[src/rtl/game_pkg.sv]
// Shared types and constants for the collision/score block of the runner game.
package game_pkg;

    typedef enum logic [1:0] {
        ST_IDLE = 2'd0,
        ST_RUN  = 2'd1,
        ST_OVER = 2'd2
    } state_e;

    typedef logic [3:0] bcd_digit_t;

    localparam logic [15:0] SCORE_MAX_BCD       = 16'h9999;
    localparam int          GRACE_TICKS_DEFAULT = 2;

endpackage

[src/rtl/collision_scorer_bcd_inc4.sv]
// bcd_inc4: combinational 4-digit BCD +1 with saturation at 9999.
module bcd_inc4
    import game_pkg::*;
(
    input  logic [15:0] value_i,
    output logic [15:0] value_o,
    output logic        sat_o
);

    bcd_digit_t digit;
    logic       carry;

    // Ripple a decimal carry from the least significant digit upward.
    always_comb begin
        value_o = value_i;
        sat_o   = (value_i == SCORE_MAX_BCD);
        carry   = 1'b1;
        digit   = '0;
        if (!sat_o) begin
            for (int i = 0; i < 4; i++) begin
                digit = value_i[4*i +: 4];
                if (carry) begin
                    if (digit == 4'd9) begin
                        value_o[4*i +: 4] = 4'd0;
                    end else begin
                        value_o[4*i +: 4] = digit + 4'd1;
                        carry             = 1'b0;
                    end
                end
            end
        end
    end

endmodule

[src/rtl/collision_scorer.sv]
// collision_scorer: run/over FSM, collision detection and BCD score keeping.
// Define COLLISION_SCORER_HISCORE_EN to track the best score in hi_bcd.
module collision_scorer
    import game_pkg::*;
#(
    parameter int GRACE_TICKS = GRACE_TICKS_DEFAULT,
    parameter int OBST_W      = 2,
    parameter int RUN_W       = 5
) (
    input  logic              clk,
    input  logic              resetn,
    input  logic              start,
    input  logic              tick,
    input  logic [RUN_W-1:0]  runner_h,
    input  logic [OBST_W-1:0] obst_h,
    output logic              game_over,
    output logic              hit_pulse,
    output logic [15:0]       score_bcd,
    output logic [15:0]       hi_bcd
);

    localparam logic [1:0] IDLE = ST_IDLE;
    localparam logic [1:0] RUN  = ST_RUN;
    localparam logic [1:0] OVER = ST_OVER;

    localparam int GRACE_W = (GRACE_TICKS > 0) ? $clog2(GRACE_TICKS + 1) : 1;
    localparam int CMP_W   = (OBST_W > RUN_W) ? OBST_W : RUN_W;

    logic [1:0]         state_q, state_d;
    logic [15:0]        score_q, score_d;
    logic [GRACE_W-1:0] grace_q, grace_d;
    logic               game_over_q, game_over_d;
    logic               hit_pulse_q, hit_pulse_d;

    logic [15:0] score_inc;
    logic        score_sat;
    logic        collide;
    logic        enter_over;

    bcd_inc4 u_bcd_inc4 (
        .value_i (score_q),
        .value_o (score_inc),
        .sat_o   (score_sat)
    );

    assign collide    = (obst_h != '0) && (CMP_W'(obst_h) > CMP_W'(runner_h));
    assign enter_over = (state_q == RUN) && (state_d == OVER);

    always_comb begin
        state_d     = state_q;
        score_d     = score_q;
        grace_d     = grace_q;
        game_over_d = game_over_q;
        hit_pulse_d = 1'b0;
        case (state_q)
            IDLE, OVER: begin
                // start takes priority; any tick in the same cycle is dropped
                if (start) begin
                    state_d     = RUN;
                    score_d     = '0;
                    grace_d     = GRACE_W'(GRACE_TICKS);
                    game_over_d = 1'b0;
                end
            end
            RUN: begin
                if (tick) begin
                    if (grace_q != '0) begin
                        grace_d = grace_q - 1'b1;
                        score_d = score_sat ? score_q : score_inc;
                    end else if (collide) begin
                        state_d     = OVER;
                        game_over_d = 1'b1;
                        hit_pulse_d = 1'b1;
                    end else begin
                        score_d = score_sat ? score_q : score_inc;
                    end
                end
            end
            default: begin
                state_d     = IDLE;
                game_over_d = 1'b0;
            end
        endcase
    end

    always_ff @(posedge clk) begin
        if (!resetn) begin
            state_q     <= IDLE;
            score_q     <= '0;
            grace_q     <= '0;
            game_over_q <= 1'b0;
            hit_pulse_q <= 1'b0;
        end else begin
            state_q     <= state_d;
            score_q     <= score_d;
            grace_q     <= grace_d;
            game_over_q <= game_over_d;
            hit_pulse_q <= hit_pulse_d;
        end
    end

`ifdef COLLISION_SCORER_HISCORE_EN
    logic [15:0] hi_q, hi_d;

    // Plain binary compare orders BCD values correctly.
    always_comb begin
        hi_d = hi_q;
        if (enter_over && (score_q > hi_q)) begin
            hi_d = score_q;
        end
    end

    always_ff @(posedge clk) begin
        if (!resetn) begin
            hi_q <= '0;
        end else begin
            hi_q <= hi_d;
        end
    end

    assign hi_bcd = hi_q;
`else
    logic unused_enter_over;
    assign unused_enter_over = enter_over;
    assign hi_bcd            = '0;
`endif

    assign game_over = game_over_q;
    assign hit_pulse = hit_pulse_q;
    assign score_bcd = score_q;

endmodule

[config.mk]
export PLATFORM = sky130hd
export DESIGN_NAME = collision_scorer
export DESIGN_NICKNAME = d
export VERILOG_FILES = /design/src/rtl/game_pkg.sv /design/src/rtl/collision_scorer_bcd_inc4.sv /design/src/rtl/collision_scorer.sv
export SDC_FILE = /design/constraint.sdc
export NUM_CORES = 1
export LEC_CHECK = 0
export BUFFER_PORTS_ARGS = -buffer_cell sky130_fd_sc_hd__buf_4
export CORE_MARGIN = 4
export CORE_UTILIZATION = 40
export CTS_BUF_LIST = sky130_fd_sc_hd__clkbuf_2
export DETAILED_ROUTE_END_ITERATION = 6
export GPL_TIMING_DRIVEN = 1
export RECOVER_POWER = 100
export SLEW_MARGIN = 20
export SYNTH_ARGS = -nofsm -noshare
export SYNTH_HDL_FRONTEND = slang
export SYNTH_SLANG_ARGS = --single-unit
[constraint.sdc]
create_clock -name clk -period 2.2 [get_ports clk]
set_input_delay 0.22 -clock clk [delete_from_list [all_inputs] [get_ports clk]]
set_output_delay 0.22 -clock clk [all_outputs]
set_load 0.01 [all_outputs]
Word level (Yosys, flattened, before mapping)
Index checks and enable logic that the tools add are counted.
{"block": "classes", "mux": 36, "eq_ne": 13, "n_bitwise": 3, "n_reduce_logical": 10, "magnitude_cmp": 1, "n_addsub": 5}
{"cell": "$mux 16", "n": 5}
{"cell": "$pmux 16 s2", "n": 1}
{"cell": "$mux 4", "n": 7}
{"cell": "$add 4x1->4 const B", "n": 4}
{"cell": "$eq 16x16->1 const B", "n": 1}
{"cell": "$eq 4x4->1 const B", "n": 4}
{"cell": "$mux 2", "n": 7}
{"cell": "$mux 1", "n": 13}
{"cell": "$reduce_and 4->1", "n": 3}
{"cell": "$ne 2x2->1 const B", "n": 4}
{"cell": "$pmux 2 s2", "n": 2}
{"cell": "$reduce_bool 2->1", "n": 3}
{"cell": "$gt 2x5->1", "n": 1}
{"cell": "$reduce_or 4->1", "n": 1}
{"cell": "$ne 3x2->1 const B", "n": 1}
{"cell": "$not 1->1", "n": 3}
{"cell": "$eq 2x1->1 const B", "n": 1}
{"cell": "$eq 2x2->1 const B", "n": 1}
{"cell": "$logic_not 2->1", "n": 1}
{"cell": "$ne 2x1->1 const B", "n": 1}
{"cell": "$pmux 1 s2", "n": 1}
{"cell": "$reduce_or 2->1", "n": 1}
{"cell": "$sub 2x1->2 const B", "n": 1}
{"cell": "$logic_and 1x1->1", "n": 1}
{"block": "totals", "wordCells": 73, "ff_bits": 22, "input_bits": 11}

Logic depth before layout (Yosys ltp)
{"block": "depth", "depth_word": 13, "depth_mapped": 7, "mapped_depth_nobuf": 7}

Modules after synthesis
A second synthesis with hierarchy kept.
{"block": "hier_totals", "hier_cells": 149, "area_unflattened_um2": 1397.6}
{"mod": "collision_scorer", "n_inst": 1, "cells_per_inst": 89, "area_each_um2": 978.4}
{"mod": "bcd_inc4", "n_inst": 1, "cells_per_inst": 60, "area_each_um2": 419.2}

Least setup slack after synthesis
Ideal clock, no wire load.
{"block": "synth_path", "kind": "register -> register", "start": "register score_q[13] (netlist: score_bcd[13])", "end": "register score_q[15] (netlist: score_bcd[15])", "n_path_buf": 0, "path_stages_with_launch": 8, "arrival_ns": 1.866, "setup_time_ns": 0.070, "period_less_slack_ns": 1.936, "setup_slack_ns": 0.264, "cell_sequence": "dfxtp_1 inv_1 ha_1 and3b_4 o41ai_4 nand3_2 or4_1 a21boi_1"}
{"block": "synth_via", "elab_chain_len": 8, "word_cells_on_any_way": 10, "classes_between": "1 x add/sub; 2 x eq/ne; 7 x mux"}
{"item": "start: declaration", "line": "collision_scorer.sv:30", "text": "logic [15:0] score_q, score_d;"}
{"item": "start signal: assignment", "line": "collision_scorer.sv:95", "text": "score_q <= score_d;"}
{"item": "$add 4x1->4 / $eq 4x4->1 (equally long branches)", "line": "collision_scorer_bcd_inc4.sv:26, collision_scorer_bcd_inc4.sv:23"}
{"item": "$mux 4", "line": "collision_scorer_bcd_inc4.sv:23", "text": "if (digit == 4'd9) begin"}
{"item": "$mux 4", "line": "collision_scorer_bcd_inc4.sv:22", "text": "if (carry) begin"}
{"item": "$mux 16 (*)", "line": "collision_scorer.sv:69, collision_scorer.sv:75"}
{"item": "$mux 16", "line": "collision_scorer.sv:70", "text": "end else if (collide) begin"}
{"item": "$mux 16 (*)", "line": "collision_scorer.sv:67", "text": "if (grace_q != '0) begin"}
{"item": "$mux 16 (*)", "line": "collision_scorer.sv:66", "text": "if (tick) begin"}
{"item": "$pmux 16 s2 (*)", "line": "collision_scorer.sv:55", "text": "case (state_q)"}
Mark *: on every way between the ends. The rest lies on a longest branch, timed or not. The select of a mux whose other input is x is not followed.
A chain may end at the register's enable or synchronous reset.

Worst setup path in the final report
{"block": "layout_path", "start": "register score_q[9] (netlist: score_bcd[9])", "end": "register score_q[11] (netlist: score_bcd[11])"}
The elaborated chain is that of the path after synthesis.

==> impl_metrics.tcl <==
set metrics [dict create \
    worst_path_largest_cell_delay_ns 0.50 \
    postRouteWirelength_um 3070 \
    min_path_cells 3 \
    synthDistinctLibCells 43 \
    tightest_slew_ns 0.506 \
    synth_enable_flop_cells 0 \
    detail_route.wl_per_cell_um 12.8 \
    total_number_of_clock_tree_sinks 21 \
    cts_inserted_buffers 3 \
    timing.final.setup_violations 0 \
    post_drt_via_cell_ratio 5.15 \
    coreArea_um2 3420 \
    ys_warn_count 0 \
    drc 0 \
    rr_worst_depth 7 \
    drt_first_pass_iters 4 \
    instances_no_fill 240 \
    peakVddDrop_uv 184 \
    chipHeight_um 68.3 \
    ios 45 \
    worst_hold_path_type "in2reg" \
    gp_congestion 0.813 \
    finClkSkew_ns 0.0168 \
    area_delta_synth_final_pct 11.3 \
    most_used_flip_flop_cell_after_synthesis "dfxtp_1" \
    final_common_cell "dfxtp_1" \
    overall_die_area_um2 4670 \
    gr-usage-all-layers_pct 14.6 \
    cts.hold.buffers_added 0 \
    postSynthAreaPerCell_um2 8.87 \
    dp.cells 236 \
    h-tree-depth 1 \
    starting_density_of_the_core_pct 42.6 \
    most-common-layout-cells "dfxtp_1, clkbuf_1, conb_1" \
    final_antenna_net_count 0 \
    cts_max_path_buffers 2 \
    numPortBuffers 28 \
    number_of_global_route_vias_before_repair 1190 \
    minimum_clock_period_ns 2.04 \
    path_cells "inv_1 > ha_1 > and3b_1 > a211oi_1 > o211ai_2 > or4_1 > a21boi_1" \
    hpwl_um 2320 \
    setup_ws_ns 0.164 \
    hold_end "hit_pulse$_SDFF_PP0_" \
    ff2ff_setup_slack_ns 0.16 \
    n_antenna_cell 0 \
    number_of_vias_after_detailed_routing 1236 \
    status "finished clean" \
    relSlewSlack_pct 66.3 \
    preCtsSetupSlack_ns 0.145 \
    required_time_worst_endpoint_ns 2.49 \
    max-cap-violations 0 \
    totalNegativeSetupSlack_ns 0 \
    ys_async_sr_fraction_pct 0 \
    grt_first_pass_wirelength_um 5290 \
    grt_max_degree 21 \
    period_share_pct 92.6 \
    floorplan.rows 21 \
    first_iter_violations 45 \
    crit_path_end_kind "register" \
    post-cts-setup-buffers 0 \
    die_width_um 68.3 \
    reg2reg_to "score_bcd[11]$_SDFFE_PN0P_" \
    power_leakage_uw 0.000704 \
    clock_tree_from_tritoncts "built" \
    num-nets-final 217 \
    layout-drive-gt1-share_pct 15.5 \
    clkLatencyLatePin_ns 0.34 \
    grt_setup_unrepaired "false" \
    timing.final.hold_violations 0 \
    postSynthCellCount 164 \
    postSynthRegisterBits 21 \
    cts.clk_slew.worst_paths_ns 0.21 \
    final_max_slew_viol_count 0 \
    clk_root_buffer_cell "clkbuf_2" \
    fmax_ghz 0.491 \
    crit_arrival_ns 2.33 \
    reg_to_reg_start "score_bcd[9]$_SDFFE_PN0P_" \
    antenna_violations_before_repair 0 \
    critPathKind "reg2reg" \
    max_stage_delay_cell_worst_path "or4_1" \
    worstSetupStartpointType "register" \
    critical_path_peak_fanout 8 \
    post_synth_instance_area_um2 1460 \
    gr-total-overflow 0 \
    min-delay-start "resetn" \
    cell_area_power_density_nw_per_um2 442 \
    synth.yosys.seq_area_share_pct 28.9 \
]
[critical path: cells and delay by family (launching register included)]
| kind | cells | cell delay, ns |
|---|---|---|
| DFF | 1 | 0.44 |
| buffers and inverters | 1 | 0.06 |
| AOI/OAI and AO/OA | 3 | 0.63 |
| and+or+nand+nor | 2 | 0.69 |
| adders and majority gates | 1 | 0.18 |
[cells by family (layout without fill, tap and decap cells)]
logic type	Yosys count	after routing	synth area share (%)
AOI/OAI and AO/OA	40	40	22.2
buffers and inverters	30	45	12.1
DFF	21	21	28.9
xor gates and xnor gates	1	1	0.602
other	1	16	0.258
and+or+nand+nor	60	60	26.5
adders and majority gates	11	11	9.46
[per-layer routing]
metal	wire (um)	GRT usage [%]	vias up	part of all wire, %
li1	-	-	614	-
met1	1340	18.7	577	44
met2	1450	23.9	40	47
met3	241	2.96	5	7.9
met4	39	5.46	0	1.3
met5	0	0	-	0
[how the worst max path moves through the flow]
stage / from / end / slack (ns) / cells past startpoint
2_1_floorplan: score_bcd[13]$_SDFFE_PN0P_ / score_bcd[15]$_SDFFE_PN0P_ / 0.26 / 7
3_3_place_gp: score_bcd[0]$_SDFFE_PN0P_ / score_bcd[15]$_SDFFE_PN0P_ / 0.22 / 6
3_5_place_dp: score_bcd[4]$_SDFFE_PN0P_ / score_bcd[15]$_SDFFE_PN0P_ / 0.14 / 6
4_1_cts: score_bcd[13]$_SDFFE_PN0P_ / score_bcd[15]$_SDFFE_PN0P_ / 0.13 / 7
5_1_grt: score_bcd[9]$_SDFFE_PN0P_ / score_bcd[11]$_SDFFE_PN0P_ / 0.02 / 7
6_report: score_bcd[9]$_SDFFE_PN0P_ / score_bcd[11]$_SDFFE_PN0P_ / 0.16 / 7
[cells in the mapped netlist (3+ instances only)]
library cell / number / share of area [%]
a21boi_1: 8 / 4.1
o31ai_1: 3 / 1.5
o211ai_1: 3 / 1.5
nor2b_1: 5 / 2.1
o21ai_0: 7 / 2.4
ha_1: 11 / 9.5
clkbuf_1: 3 / 0.77
dfxtp_1: 21 / 29
nand3b_1: 3 / 1.5
nand3_1: 5 / 1.7
nor2_1: 6 / 1.5
a21oi_1: 5 / 1.7
or3_1: 7 / 3.0
buf_4: 17 / 8.8
and3_1: 3 / 1.3
or4_1: 4 / 2.1
inv_1: 10 / 2.6
nand2_1: 12 / 3.1
[state kept, by name, summed over array words and instances, names as in the netlist]
signal and count:
hit_pulse 1, grace_q 2, score_bcd 16, state_q 2
[cell type report]
cell class / count / area [um^2]
fillers: 369 / 1800
repair buffers: 31 / 169
flip-flops and latches: 21 / 423
multi-input cells: 128 / 913
inverters: 10 / 37.5
well taps: 46 / 57.6
clock buffers: 4 / 20.0
[per-stage QoR]
stage	instance area [um^2]	hold slack (ns)	power (uW)	utilization, %
2_1_floorplan	1510	0.427	533	-
3_3_place_gp	1660	0.453	557	48.7
3_5_place_dp	1660	0.485	561	48.7
4_1_cts	1680	0.167	733	49.3
5_1_grt	1620	0.164	767	47.4
6_report	1620	0.176	717	47.4
[what timing repair did]
item                       CTS  global route
setup endpoints to repair    0             1
hold endpoints to repair     0             0
resized for setup            0             2
[where the power goes]
| part | leakage (uW) | internal [uW] | switching (uW) |
|---|---|---|---|
| logic | 0.000516 | 56.2 | 89.6 |
| registers | 0.000171 | 391 | 9.72 |
| clock network | 0.0000166 | 48.1 | 122 |
| total | 0.000704 | 495 | 222 |
(Power assumes the default switching activity.)
